$ cat config.mk
export PLATFORM = sky130hd
export DESIGN_NAME = inst_prefetch
export DESIGN_NICKNAME = d
export VERILOG_FILES = /design/src/rtl/inst_prefetch.sv
export SDC_FILE = /design/constraint.sdc
export NUM_CORES = 1
export LEC_CHECK = 0
export BUFFER_PORTS_ARGS = -buffer_cell sky130_fd_sc_hd__buf_2
export CORE_MARGIN = 5
export CORE_UTILIZATION = 40
export CTS_CLUSTER_DIAMETER = 150
export DETAILED_ROUTE_END_ITERATION = 8
export REMOVE_ABC_BUFFERS = 1
export SLEW_MARGIN = 20
export SYNTH_ARGS = -nofsm -noshare
export SYNTH_HDL_FRONTEND = slang
export SYNTH_SLANG_ARGS = --single-unit
$ cat constraint.sdc
create_clock -name clk -period 4.4 [get_ports clk]
set_input_delay 0 -clock clk [delete_from_list [all_inputs] [get_ports clk]]
set_output_delay 0 -clock clk [all_outputs]
set_load 0.02 [all_outputs]
$ cat src/rtl/inst_prefetch.sv
// rtl/inst_prefetch.sv - instruction prefetch front end: sequential fetch, req/ack to imem, PC+word FIFO toward IF/ID
module inst_prefetch #(
  parameter int          DEPTH    = 4,
  parameter logic [31:0] RESET_PC = 32'h00000000
) (
  input  logic        clk,
  input  logic        rst,
  output logic        mem_req_o,
  output logic [31:0] mem_addr_o,
  input  logic        mem_ack_i,
  input  logic [31:0] mem_rdata_i,
  input  logic        stall_i,
  input  logic        flush_i,
  input  logic [31:0] flush_pc_i,
  output logic        ce_o,
  output logic        inst_valid_o,
  output logic [31:0] inst_o,
  output logic [31:0] inst_pc_o
);

  localparam int AW = (DEPTH > 1) ? $clog2(DEPTH) : 1;
  localparam logic [AW:0] FULL = DEPTH[AW:0];

  typedef enum logic [1:0] {IDLE, FETCH, DISCARD} state_t;

  state_t        state, state_next;
  logic          ce_q;
  logic [31:0]   fetch_pc;
  logic [31:0]   disc_addr;
  logic [31:0]   pc_mem   [DEPTH];
  logic [31:0]   data_mem [DEPTH];
  logic [AW-1:0] rd_ptr, wr_ptr;
  logic [AW:0]   count, count_next;
  logic          push, pop, fifo_nonempty;

  assign ce_o          = ce_q;
  assign mem_req_o     = (state == FETCH) || (state == DISCARD);
  assign fifo_nonempty = (count != '0);
  assign inst_valid_o  = fifo_nonempty && !flush_i;
  assign inst_o        = fifo_nonempty ? data_mem[rd_ptr] : 32'h0;
  assign inst_pc_o     = fifo_nonempty ? pc_mem[rd_ptr]   : 32'h0;
  assign pop           = inst_valid_o && !stall_i;
  assign push          = (state == FETCH) && mem_ack_i && !flush_i;

  // A DISCARD request keeps its original address while fetch_pc already holds the redirect target.
  always_comb begin
    mem_addr_o = 32'h0;
    case (state)
      FETCH:   mem_addr_o = fetch_pc;
      DISCARD: mem_addr_o = disc_addr;
      default: mem_addr_o = 32'h0;
    endcase
  end

  always_comb begin
    count_next = count;
    if (flush_i) begin
      count_next = '0;
    end else begin
      count_next = count + {{AW{1'b0}}, push} - {{AW{1'b0}}, pop};
    end
  end

  always_comb begin
    state_next = state;
    case (state)
      IDLE: begin
        if (ce_q && (count < FULL)) state_next = FETCH;
      end
      FETCH: begin
        if (mem_ack_i) begin
          state_next = (count_next < FULL) ? FETCH : IDLE;
        end else if (flush_i) begin
          state_next = DISCARD;
        end
      end
      DISCARD: begin
        if (mem_ack_i) state_next = FETCH;
      end
      default: state_next = IDLE;
    endcase
  end

  always_ff @(posedge clk or posedge rst) begin
    if (rst) begin
      state     <= IDLE;
      ce_q      <= 1'b0;
      fetch_pc  <= RESET_PC;
      disc_addr <= 32'h0;
      rd_ptr    <= '0;
      wr_ptr    <= '0;
      count     <= '0;
    end else begin
      ce_q  <= 1'b1;
      state <= state_next;
      count <= count_next;
      if (flush_i) begin
        fetch_pc <= flush_pc_i & ~32'h3;
        rd_ptr   <= '0;
        wr_ptr   <= '0;
      end else begin
        if (push) begin
          wr_ptr   <= wr_ptr + AW'(1);
          fetch_pc <= fetch_pc + 32'd4;
        end
        if (pop) rd_ptr <= rd_ptr + AW'(1);
      end
      if ((state == FETCH) && !mem_ack_i && flush_i) disc_addr <= fetch_pc;
    end
  end

  always_ff @(posedge clk) begin
    if (push) begin
      pc_mem[wr_ptr]   <= fetch_pc;
      data_mem[wr_ptr] <= mem_rdata_i;
    end
  end

endmodule
# After elaboration in Yosys (flattened, before gate mapping)
# Memory sizes are Yosys's and may differ from the RTL's.
# Cells that the tools add are included.
# classes
addsub	5
n_mux	18
order_cmp	2
n_eq_ne	5
n_reduce_logical	16
# op_table
op	n
$mux W32	4
$pmux W32 S2	1
$add A32 B3 Y32 const B	1
$mux W2	8
$logic_and A1 B1 Y1	7
$lt A3 B3 Y1 const B	2
$pmux W2 S3	1
$add A2 B1 Y2 const B	2
$ne A2 B2 Y1 const B	2
$reduce_bool A2 Y1	2
$add A3 B1 Y3	1
$logic_not A1 Y1	3
$mux W1	3
$mux W3	1
$ne A3 B3 Y1 const B	1
$reduce_and A3 Y1	1
$reduce_bool A3 Y1	1
$sub A3 B1 Y3	1
$eq A2 B1 Y1 const B	1
$eq A2 B2 Y1 const B	1
$logic_not A2 Y1	1
$logic_or A1 B1 Y1	1
# totals
ramBits	256
in_bits	69
regBits	74
word_cells	55
out_inout_bits	99
mem_count	2
# mem_list
name	words	width	rd	rd_clocked_by_memory_dff	write_ports	line_no	rtl
data_mem	4	32	1	0	1	31	logic [31:0] data_mem [DEPTH];
pc_mem	4	32	1	0	1	30	logic [31:0] pc_mem [DEPTH];

# Logic depth before layout (Yosys ltp)
# Gate-level depths: netlist of run 1.
# depth
depth_word	10
mapped_depth	15
mapped_depth_nobuf	14

# Worst setup path after synthesis of run 1
# No wires, ideal clock.
# synth_path
path_type	register to register
from	register state[1]
to	memory data_mem[0][0], enable pin
setup_slack_ns	1.143
stages_incl_launch_ff	7
n_path_buf	2
arrival_time_ns	2.830
setup_time_ns	0.427
required_ns	3.973
cell_sequence	dfrtp_1 -> inv_1 -> ha_1 -> clkbuf_1 -> and2_1 -> clkbuf_1 -> and3_1
# synth_between
elab_chain_len	5
# synth_lines
element	line_no	rtl
from (decl)	26	state_t state, state_next;
from (signal assigned)	95	state <= state_next;
$eq A2 B1 Y1	43	assign push = (state == FETCH) && mem_ack_i && !flush_i;
$logic_and A1 B1 Y1 (2 in series)	43	
$mux W1	113	if (push) begin
$mux W1 (not written as such)	115	data_mem[wr_ptr] <= mem_rdata_i;
to (decl)	31	
# Every way passes these cells.

# Worst setup path after layout of run 1
# layout_path
from	register state[1]
to	memory data_mem[0][26], enable pin
# The elaborated chain is that of the path after synthesis.

==> impl_metrics.csv, run 1 <==
group,metric,value,unit
timing,rsz0062_at_grt,"false",
routing,vias,7957,
global_route,antenna_found_initial,1,
layout,fin_nets,1131,
outcome,status,"finished, final reports clean",
min_path,worst_hold_startpoint,"flush_i",
clocking,numCtsBuffers,35,
logic_synthesis,synth_xor_area_share,0.852,%
logic_synthesis,syn_avg_cell_area,16.2,µm²
floorplan,initial_utilization,40.2,%
floorplan,die_x,193,µm
clocking,clk_pin_slew,0.06,ns
timing,hold_viol,0,
floorplan,die_y,193,µm
worst_setup_path,worstRegToRegCells,6,
worst_setup_path,r2r_slack,1.50,ns
layout,drive_above_1_share,30.2,%
worst_setup_path,r2r_start,"state[1]",
logic_synthesis,synth_edf_count,248,
worst_setup_path,cp-start-kind,"register",
logic_synthesis,synth-compound-area-share,4.61,%
layout,fillers,2859,
routing,ant_nets,0,
floorplan,die-area,0.0372,mm²
logic_synthesis,synthAdderAreaFrac,1.18,%
layout,final_common_cell,"edfxtp_1",
min_path,hold_depth,2,
global_route,grt_pass1_wl,48500,µm
logic_synthesis,synth_warnings,0,
global_route,grt_max_degree,67,
power,p_leak,5.99,nW
routing,highest_layer,"met4",
floorplan,rows,67,
timing,setup_tns,0,ns
global_route,grt_usage,16.9,%
routing,first_pass_iters,7,
routing,drt-met1-wl,13900,µm
floorplan,coreArea,0.0333,mm²
clocking,htreeDepth,2,
timing,worst_pin_slew,1.06,ns
clocking,clkSinkCount,318,
clocking,cts_root_buffer,"clkbuf_16",
clocking,cts_resized,0,
placed_design,io_buffers,161,
timing,holdWs,0.00818,ns
routing,drt_wl_total,31300,µm
routing,routedWlPerCell,20.5,µm
global_route,grt_pass1_vias,8289,
power,switching_power,3.09,mW
min_path,min_to,"count[1]",
worst_setup_path,crit_chain,"inv_1, ha_1, buf_4, and2_1, and3_4, buf_12",
clocking,clock_path_buffers,3,
placed_design,routabilityCongestion,0.775,
clocking,cts_tree,"yes",
logic_synthesis,yosys_register_bits,318,
logic_synthesis,synth-simple-area-share,9.82,%
logic_synthesis,async_reset_ff_share,22.0,%
layout,syn2layout_area_growth,23.8,%
worst_setup_path,cp.arrival,3.10,ns
placed_design,detailed_place_hpwl,18600,µm
logic_synthesis,synth.area.mux_share,12.5,%
timing,max_freq,345,MHz
power,p_clk_share,30.7,%
floorplan,io_pins,168,
timing,skew,0.00934,ns
flow_run,max_cap_violations,0,
power,swShare,32.0,%
min_path,hold_class,"in -> reg",
global_route,overflow,0,
timing,final_max_slew_viol_count,0,
routing,met2_length,15100,µm
logic_synthesis,syn_area,0.0134,mm²
power,power_density,585,mW/mm²
worst_setup_path,slowest_delay,0.79,ns
routing,wl_met3,1680,µm
logic_synthesis,ys.flop_type,"edfxtp_1",
worst_setup_path,critPathTopFamily,"simple AND/OR/NAND/NOR gates",
logic_synthesis,synth_top_family_by_area,"multiplexers",
power,ir_worst_vdd,394,µV
worst_setup_path,crit_required,4.60,ns
logic_synthesis,synth_cells,823,
logic_synthesis,ys_types,47,
logic_synthesis,ys_seq_area_share,68.8,%
routing,dr.first_iter.drc_count,326,
worst_setup_path,critPathBufInv,3,
clocking,clk_latency,0.50,ns
power,seqPwrFrac,39.8,%
timing,period_minus_slack,2.90,ns
worst_setup_path,critPathMaxFanout,43,
timing,finalCritPeriodShare,65.9,%
timing,setup_violations,0,
power,total_power,9.68,mW
worst_setup_path,worstSetupPathType,"reg -> reg",
routing,viasPerCell,5.22,
worst_setup_path,cp_slowest_cell,"and3_4",
routing,post-route-drc-count,0,
power,p_int,6.58,mW
timing,relSlewSlack,29.5,%
worst_setup_path,r2r-end,"data_mem[0][26]",
power,pwr-share-comb,29.5,%
worst_setup_path,critPathCaptureType,"register",
layout,mostFrequentLayoutCells,"248 x edfxtp_1, 161 x buf_2, 96 x nor2b_1, 68 x dfrtp_1, 65 x dlygate4sd3_1",
[power by group through the flow]
stage | Combinational [mW] | Sequential (mW) | Clock (mW)
floorplan | 1.88 | 3.87 | 0
global placement | 2.86 | 3.91 | 0
detailed placement | 2.87 | 3.92 | 0
CTS | 2.93 | 3.86 | 3.06
global route | 3.11 | 3.90 | 3.19
finish | 2.85 | 3.85 | 2.97
[synthesized netlist by cell type, drive strengths merged, types with 2 or more instances]
| master | count | area (µm²) |
|---|---|---|
| a31oi | 10 | 62.6 |
| nand2 | 40 | 150 |
| mux2 | 23 | 259 |
| a21oi | 5 | 25.0 |
| nand4 | 13 | 96.3 |
| nor4 | 2 | 18.8 |
| nor3 | 6 | 30.0 |
| or4 | 15 | 116 |
| a211o | 2 | 17.5 |
| dfrtp | 70 | 1750 |
| xor2 | 4 | 35.0 |
| clkbuf | 37 | 139 |
| a22oi | 30 | 225 |
| and3 | 9 | 56.3 |
| nor2b | 96 | 601 |
| and2 | 3 | 18.8 |
| mux4 | 62 | 1400 |
| xnor2 | 9 | 78.8 |
| conb | 2 | 7.51 |
| or3 | 3 | 18.8 |
| o31ai | 7 | 52.6 |
| nor2 | 22 | 82.6 |
| buf | 17 | 95.1 |
| a311o | 3 | 30.0 |
| o21ai | 24 | 120 |
| o311a | 2 | 20.0 |
| o211ai | 4 | 30.0 |
| nand3 | 15 | 75.1 |
| inv | 17 | 63.8 |
| edfxtp | 248 | 7450 |
| ha | 11 | 138 |
| and4 | 3 | 26.3 |
[metrics by stage]
stage | area (µm²) | setup slack [ns] | utilization, % | cells
floorplan | 13100 | -1.28 | - | 772
global placement | 14700 | 1.46 | 44.2 | 1396
detailed placement | 14700 | 1.42 | 44.2 | 1396
CTS | 16500 | 1.42 | 49.7 | 1524
global route | 16500 | 1.31 | 49.7 | 1525
finish | 16500 | 1.50 | 49.7 | 1525
[repair_timing]
action,in CTS,in global routing
buffers inserted,0,0
endpoints found under the hold margin,201,0
hold buffers,65,0
[worst max path at each step]
| stage | cells past startpoint | end | from |
|---|---|---|---|
| after floorplan | 11 | state[0] | count[1] |
| after global placement | 6 | data_mem[0][8] | state[1] |
| after detailed placement | 6 | data_mem[0][8] | state[1] |
| after CTS | 6 | pc_mem[0][20] | state[1] |
| after global routing | 6 | pc_mem[0][15] | state[1] |
| final | 6 | data_mem[0][26] | state[1] |
[final cells by class]
cell class / instances / area [µm²] / share of cell area (%)
Multi-Input combinational cell: 437 / 3910 / 23.6
Clock inverter: 15 / 169 / 1.02
Inverter: 17 / 63.8 / 0.386
Tap cell: 448 / 561 / 3.39
Timing Repair Buffer: 241 / 1620 / 9.78
Clock buffer: 48 / 1020 / 6.15
Sequential cell: 318 / 9210 / 55.6
Antenna cell: 1 / 2.50 / 0.0151
[layer usage]
| layer | up-vias | GRT usage [%] |
|---|---|---|
| li1 | 3629 | - |
| met2 | 230 | 27.8 |
| met4 | 0 | 4.33 |
| met3 | 45 | 2.77 |
| met5 | - | 0 |
| met1 | 4053 | 23.8 |
[logic make-up (layout without fill, tap and decap cells)]
kind of cell,after synthesis,in the layout
buffers and inverters,71,321
adder cells (fa/ha/maj),12,12
multiplexers,86,86
XOR/XNOR,13,13
flip-flops,318,318
AND/OR/NAND/NOR,230,230
AO/OA/AOI/OAI,91,91
other,2,6
[registers in the layout, summed over array words and instances, names as in the netlist]
name       cells
rd_ptr         2
wr_ptr         2
disc_addr     30
count          3
fetch_pc      30
data_mem     128
state          2
pc_mem       120
ce_o           1
(Power assumes the default switching activity.)
==> run 2, diff against run 1 <==
==> constraint.sdc (replaced) <==
create_clock -name clk -period 3 [get_ports clk]
set_input_delay 0 -clock clk [delete_from_list [all_inputs] [get_ports clk]]
set_output_delay 0 -clock clk [all_outputs]
set_load 0.02 [all_outputs]
==> impl_metrics.csv, run 2 (synthesis gave the netlist of run 1 again) <==
group,metric,value,unit
worst_setup_path,crit_required,3.40,ns
layout,reg_top3,"data_mem x128, pc_mem x120",
timing,worst_pin_slew,0.998,ns
worst_setup_path,critPathCaptureType,"register",
worst_setup_path,critPathBufInv,4,
timing,final_max_slew_viol_count,0,
worst_setup_path,worst-path-stages,14,
global_route,grt_max_degree,67,
flow_run,max_cap_violations,0,
layout,drive_above_1_share,30.8,%
floorplan,die-area,0.0372,mm²
timing,setup_tns,0,ns
routing,dr.first_iter.drc_count,395,
timing,setup_violations,0,
power,total_power,14.3,mW
layout,fin_nets,1147,
worst_setup_path,r2r_start,"state[1]",
global_route,antenna_found_initial,1,
placed_design,detailed_place_hpwl,19500,µm
placed_design,dp.cells,1406,
worst_setup_path,r2r-end,"state[0]",
placed_design,routabilityCongestion,0.752,
worst_setup_path,critPathMaxFanout,4,
worst_setup_path,setup.worst_path.end,"state[0]",
timing,hold_viol,0,
layout,seqCellArea,0.00921,mm²
layout,syn2layout_area_growth,25.4,%
routing,post-route-drc-count,0,
clocking,cts_root_buffer,"clkbuf_16",
timing,period_minus_slack,2.67,ns
routing,routedWlPerCell,20.6,µm
global_route,grt_pass1_vias,8216,
worst_setup_path,cp_common_cell,"inv_1",
layout,antenna_cells,0,
global_route,grt_pass1_wl,48400,µm
layout,fin_area,0.0168,mm²
worst_setup_path,crit_path_start,"state[1]",
worst_setup_path,r2r_slack,0.33,ns
routing,ant_nets,0,
layout,multi_input_area,0.00391,mm²
floorplan,coreArea,0.0333,mm²
worst_setup_path,crit_chain,"inv_1, ha_1, nand2_1, nor2_1, inv_1, ha_1, inv_1, ha_1, inv_1, fa_1, xnor2_1, xnor2_1, a31oi_1, o311a_1",
layout,fillers,2846,
global_route,overflow,0,
timing,max_freq,375,MHz
floorplan,io_pins,168,
worst_setup_path,cp-start-kind,"register",
outcome,status,"finished, final reports clean",
routing,first_pass_iters,5,
clocking,htreeDepth,2,
global_route,grt_usage,17.0,%
clocking,cts_tree,"yes",
layout,final_common_cell,"edfxtp_1",
clocking,clk_latency,0.51,ns
routing,drt_wl_total,31700,µm
floorplan,initial_utilization,40.2,%
floorplan,die_x,193,µm
clocking,clock_path_buffers,3,
worst_setup_path,worstSetupPathType,"reg -> reg",
floorplan,rows,67,
layout,instances_no_fill,1542,
routing,viasPerCell,5.20,
layout,top_register,"data_mem",
worst_setup_path,slowest_delay,0.40,ns
timing,relSlewSlack,33.5,%
layout,largest_reg_flops,128,
timing,finalCritPeriodShare,88.9,%
clocking,cts_resized,0,
placed_design,placed_area,0.0149,mm²
timing,skew,0.0195,ns
worst_setup_path,worstRegToRegCells,14,
clocking,clk_pin_slew,0.05,ns
routing,vias,8019,
timing,holdWs,0.222,ns
placed_design,io_buffers,161,
worst_setup_path,cp.arrival,3.07,ns
power,ir_worst_vdd,533,µV
layout,mostFrequentLayoutCells,"248 x edfxtp_1, 161 x buf_2, 96 x nor2b_1, 70 x dlygate4sd3_1, 68 x dfrtp_1",
min_path,hold_class,"in -> async",
worst_setup_path,critPathTopFamily,"adder cells",
worst_setup_path,cp_slowest_cell,"dfrtp_1",
power,p_leak,6.09,nW
clocking,numCtsBuffers,36,
timing,rsz0062_at_grt,"false",
floorplan,die_y,193,µm
power,power_density,855,mW/mm²
clocking,clkSinkCount,318,
run 2: changes by cell type in the layout (fill, tap and decap cells not counted), moves of 2 or more:
cell,change
buf_12,+7
buf_4,+3
clkbuf_1,+3
clkbuf_8,-4
clkinv_1,-2
clkinv_2,+3
dlygate4sd3_1,+5
inv_6,+2
run 2: final cells by class:
class,count,area share (%)
sequential,318,54.9
multi-input combinational,437,23.3
timing repair buffer,256,10.9
clock buffer,48,5.96
tap,448,3.34
clock inverter,18,1.16
inverter,17,0.381
run 2: worst min-delay path, stage by stage:
cell and delay (ns):
dlygate4sd3_1 0.53, buf_2 0.12, inv_2 0.63
run 2: worst min path at each step:
stage | startpoint | end | slack [ns] | cells past startpoint
2_1_floorplan | flush_i | rd_ptr[0] | 0.06 | 1
3_3_place_gp | flush_pc_i[11] | fetch_pc[11] | 0.21 | 3
3_5_place_dp | flush_pc_i[11] | fetch_pc[11] | 0.22 | 3
4_1_cts | flush_pc_i[6] | fetch_pc[6] | 0.21 | 4
5_1_grt | mem_rdata_i[9] | data_mem[0][9] | 0.24 | 2
6_report | rst | fetch_pc[13] | 0.22 | 3
run 2: metrics by stage:
step / setup slack, ns / utilization, %
2_1_floorplan: -2.68 / -
3_3_place_gp: 0.351 / 44.7
3_5_place_dp: 0.330 / 44.7
4_1_cts: 0.320 / 50.4
5_1_grt: 0.106 / 50.4
6_report: 0.332 / 50.4
run 2: timing repair:
item / CTS / global route
buffers inserted: 0 / 0
hold buffers: 70 / 0
hold endpoints to repair: 200 / 0
run 2: metal layers:
metal | vias to the layer above | share of wire [%] | GRT usage (%)
met2 | 199 | 48 | 27.5
li1 | 3660 | - | -
met4 | 2 | 2.2 | 4.39
met1 | 4105 | 45 | 24.0
met3 | 53 | 4.9 | 2.84
met5 | - | 0.022 | 0
run 2: power by group:
part | internal, mW | switching (mW) | leakage, nW
clock | 2.69 | 1.71 | 0.583
sequential | 5.24 | 0.365 | 3.09
combinational | 1.78 | 2.55 | 2.42
total | 9.71 | 4.63 | 6.09
==> run 3, diff against run 2 <==
--- a/config.mk
+++ b/config.mk
@@ -5,7 +5,8 @@
 export SDC_FILE = /design/constraint.sdc
 export NUM_CORES = 1
 export LEC_CHECK = 0
-export BUFFER_PORTS_ARGS = -buffer_cell sky130_fd_sc_hd__buf_2
+export ABC_AREA = 1
+export BUFFER_PORTS_ARGS = -buffer_cell sky130_fd_sc_hd__buf_4
 export CORE_MARGIN = 5
 export CORE_UTILIZATION = 40
 export CTS_CLUSTER_DIAMETER = 150
==> impl_metrics.csv, run 3 <==
group,metric,value,unit
outcome,status,"finished, final reports clean",
logic_synthesis,yosysTopAreaCell,"edfxtp_1",
worst_setup_path,critPathMaxFanout,3,
layout,fillers,3089,
timing,setup_violations,0,
clocking,clk_pin_slew,0.06,ns
clocking,numCtsBuffers,35,
timing,worst_pin_slew,0.900,ns
global_route,grt_pass1_wl,56000,µm
logic_synthesis,synth.area.top_cells,"edfxtp_1 54%, dfrtp_1 13%, nor2_1 8.0%",
layout,antenna_cells,0,
routing,viasPerCell,4.93,
clocking,clk_latency,0.50,ns
layout,seqCellArea,0.00920,mm²
logic_synthesis,syn_area,0.0139,mm²
clocking,cts_setup_buffers,0,
min_path,hold_class,"in -> async",
power,power_density,866,mW/mm²
routing,routedWlPerCell,17.2,µm
global_route,grt_usage,18.2,%
worst_setup_path,cp_slowest_cell,"dfrtp_1",
worst_setup_path,slowest_delay,0.40,ns
worst_setup_path,r2r_start,"state[1]",
placed_design,dp.cells,1946,
floorplan,coreArea,0.0345,mm²
routing,dr.first_iter.drc_count,640,
timing,rsz0062_at_grt,"false",
logic_synthesis,ys_types,30,
power,p_clk_share,26.1,%
power,p_int,9.43,mW
worst_setup_path,r2r_slack,0.65,ns
layout,fin_nets,1677,
layout,top_register,"data_mem",
layout,reg_top3,"data_mem x128, pc_mem x120",
floorplan,io_pins,168,
routing,post-route-drc-count,0,
timing,finalCritPeriodShare,78.4,%
routing,first_pass_iters,5,
logic_synthesis,async_reset_ff_share,22.0,%
clocking,htreeDepth,2,
placed_design,detailed_place_hpwl,21400,µm
layout,largest_reg_flops,128,
layout,fin_area,0.0174,mm²
worst_setup_path,critPathBufInv,6,
floorplan,initial_utilization,40.4,%
clocking,clkSinkCount,318,
timing,final_max_slew_viol_count,0,
layout,final_common_cell,"nor2_1",
worst_setup_path,worst-path-stages,17,
logic_synthesis,synth_edf_count,248,
worst_setup_path,critPathTopFamily,"adder cells",
flow_run,max_cap_violations,0,
layout,mostFrequentLayoutCells,"293 x nor2_1, 251 x nand2_1, 248 x edfxtp_1, 179 x buf_4, 130 x o21ai_0",
global_route,grt_pass1_vias,10100,
timing,setup_tns,0,ns
worst_setup_path,cp.arrival,2.79,ns
logic_synthesis,synthMostInstantiatedCell,"nor2_1",
power,switching_power,5.60,mW
power,total_power,15.0,mW
clocking,cts_root_buffer,"clkbuf_16",
worst_setup_path,cp-start-kind,"register",
floorplan,die-area,0.0386,mm²
routing,drt_wl_total,35600,µm
power,ir_worst_vdd,764,µV
worst_setup_path,worstRegToRegCells,17,
routing,vias,10200,
worst_setup_path,critPathCaptureType,"register",
timing,holdWs,0.121,ns
worst_setup_path,crit_chain,"inv_1, ha_1, nand2_1, nor2_2, inv_1, ha_1, inv_1, ha_1, inv_1, fa_1, inv_1, nand2_1, nand3_1, inv_1, o21ai_0, nand2_1, nand2_1",
placed_design,io_buffers,161,
worst_setup_path,cp_common_cell,"inv_1",
power,swShare,37.2,%
timing,hold_viol,0,
layout,drive_above_1_share,15.8,%
worst_setup_path,r2r-end,"state[0]",
timing,skew,0.00834,ns
power,seqPwrFrac,37.6,%
logic_synthesis,yosys_register_bits,318,
clocking,cts_resized,0,
logic_synthesis,yosysTopAreaCellShare,53.6,%
logic_synthesis,yosys-top-cells-count,"297 x nor2_1, 251 x nand2_1, 248 x edfxtp_1",
clocking,clock_path_buffers,3,
global_route,overflow,0,
timing,max_freq,425,MHz
floorplan,rows,68,
logic_synthesis,synth_warnings,0,
routing,ant_nets,0,
layout,multi_input_area,0.00414,mm²
global_route,antenna_found_initial,0,
floorplan,die_x,196,µm
timing,relSlewSlack,40.0,%
layout,instances_no_fill,2075,
placed_design,routabilityCongestion,0.847,
logic_synthesis,ys.flop_type,"edfxtp_1",
logic_synthesis,synth_cells,1379,
clocking,cts_tree,"yes",
worst_setup_path,crit_required,3.44,ns
floorplan,die_y,196,µm
logic_synthesis,syn_avg_cell_area,10.1,µm²
placed_design,placed_area,0.0156,mm²
worst_setup_path,worstSetupPathType,"reg -> reg",
power,p_leak,6.73,nW
logic_synthesis,ys_seq_area_share,66.2,%
global_route,grt_max_degree,128,
power,pwr-share-comb,36.3,%
layout,syn2layout_area_growth,24.8,%
timing,period_minus_slack,2.35,ns
run 3: cell types whose count changed after synthesis, moves of 12 or more:
cell | previous run | this run
nand4_1 | 12 | 0
mux4_2 | 62 | 0
o21ai_0 | 24 | 130
buf_2 | 7 | 23
nor2b_1 | 96 | 0
or4_1 | 14 | 0
nand3_1 | 15 | 44
a21oi_1 | 5 | 98
mux2_2 | 23 | 0
nor2_1 | 22 | 297
a22oi_1 | 30 | 0
inv_1 | 17 | 64
nand2_1 | 40 | 251
o21ai_1 | 0 | 41
run 3: kinds of logic after synthesis:
kind of cell | synth area share (%)
adders and majority gates | 1.13
buffers and inverters | 4.40
DFF | 66.2
muxes | 0.0810
AOI/OAI and AO/OA | 10.3
xor gates and xnor gates | 0.441
other | 0.0540
and+or+nand+nor | 17.5
run 3: worst max-delay path by stage:
stage             start        endpoint
5_1_grt        state[1]        state[0]
2_1_floorplan  state[1]  data_mem[0][0]
6_report       state[1]        state[0]
3_3_place_gp   state[1]        state[0]
4_1_cts        count[1]   inst_pc_o[19]
3_5_place_dp   state[1]        state[0]
run 3: power by group through the flow:
| stage | clock network [mW] | registers [mW] | logic (mW) |
|---|---|---|---|
| final | 3.92 | 5.66 | 5.46 |
| after global routing | 4.20 | 5.72 | 6.02 |
| after CTS | 4.02 | 5.66 | 5.57 |
| after detailed placement | 0 | 5.74 | 5.48 |
| after global placement | 0 | 5.72 | 5.42 |
| after floorplan | 0 | 5.79 | 2.98 |
run 3: layer usage:
layer  part of all wire, %  vias up  track usage, %
li1                      -     5072               -
met1                    44     4830            24.6
met2                    48      266            30.9
met3                   5.2       59            2.63
met4                   2.5        0            5.07
met5                     0        -               0
run 3: worst reg2reg max path: cells and delay by family (launching register included):
kind / cells / cell delay [ns]
AO/OA/AOI/OAI: 1 / 0.14
flip-flops: 1 / 0.40
AND/OR/NAND/NOR: 6 / 0.41
buffers and inverters: 6 / 0.39
adder cells (fa/ha/maj): 4 / 0.95
run 3: layout make-up:
class / instances / area share [%]
inverter: 69 / 1.50
timing repair buffer: 253 / 12.4
clock inverter: 7 / 0.173
clock buffer: 54 / 5.83
multi-input combinational: 919 / 23.8
sequential: 318 / 53.0
tap: 455 / 3.28
run 3: what timing repair did:
item / 4_1_cts / 5_1_grt
hold buffers: 68 / 0
endpoints found under the hold margin: 189 / 0
endpoints found under the setup margin: 0 / 0
run 3: per-stage QoR:
stage	util, %	worst slack [ns]
after floorplan	-	-2.34
after global placement	45.4	0.687
after detailed placement	45.4	0.640
after CTS	50.4	0.613
after global routing	50.4	0.404
final	50.4	0.649
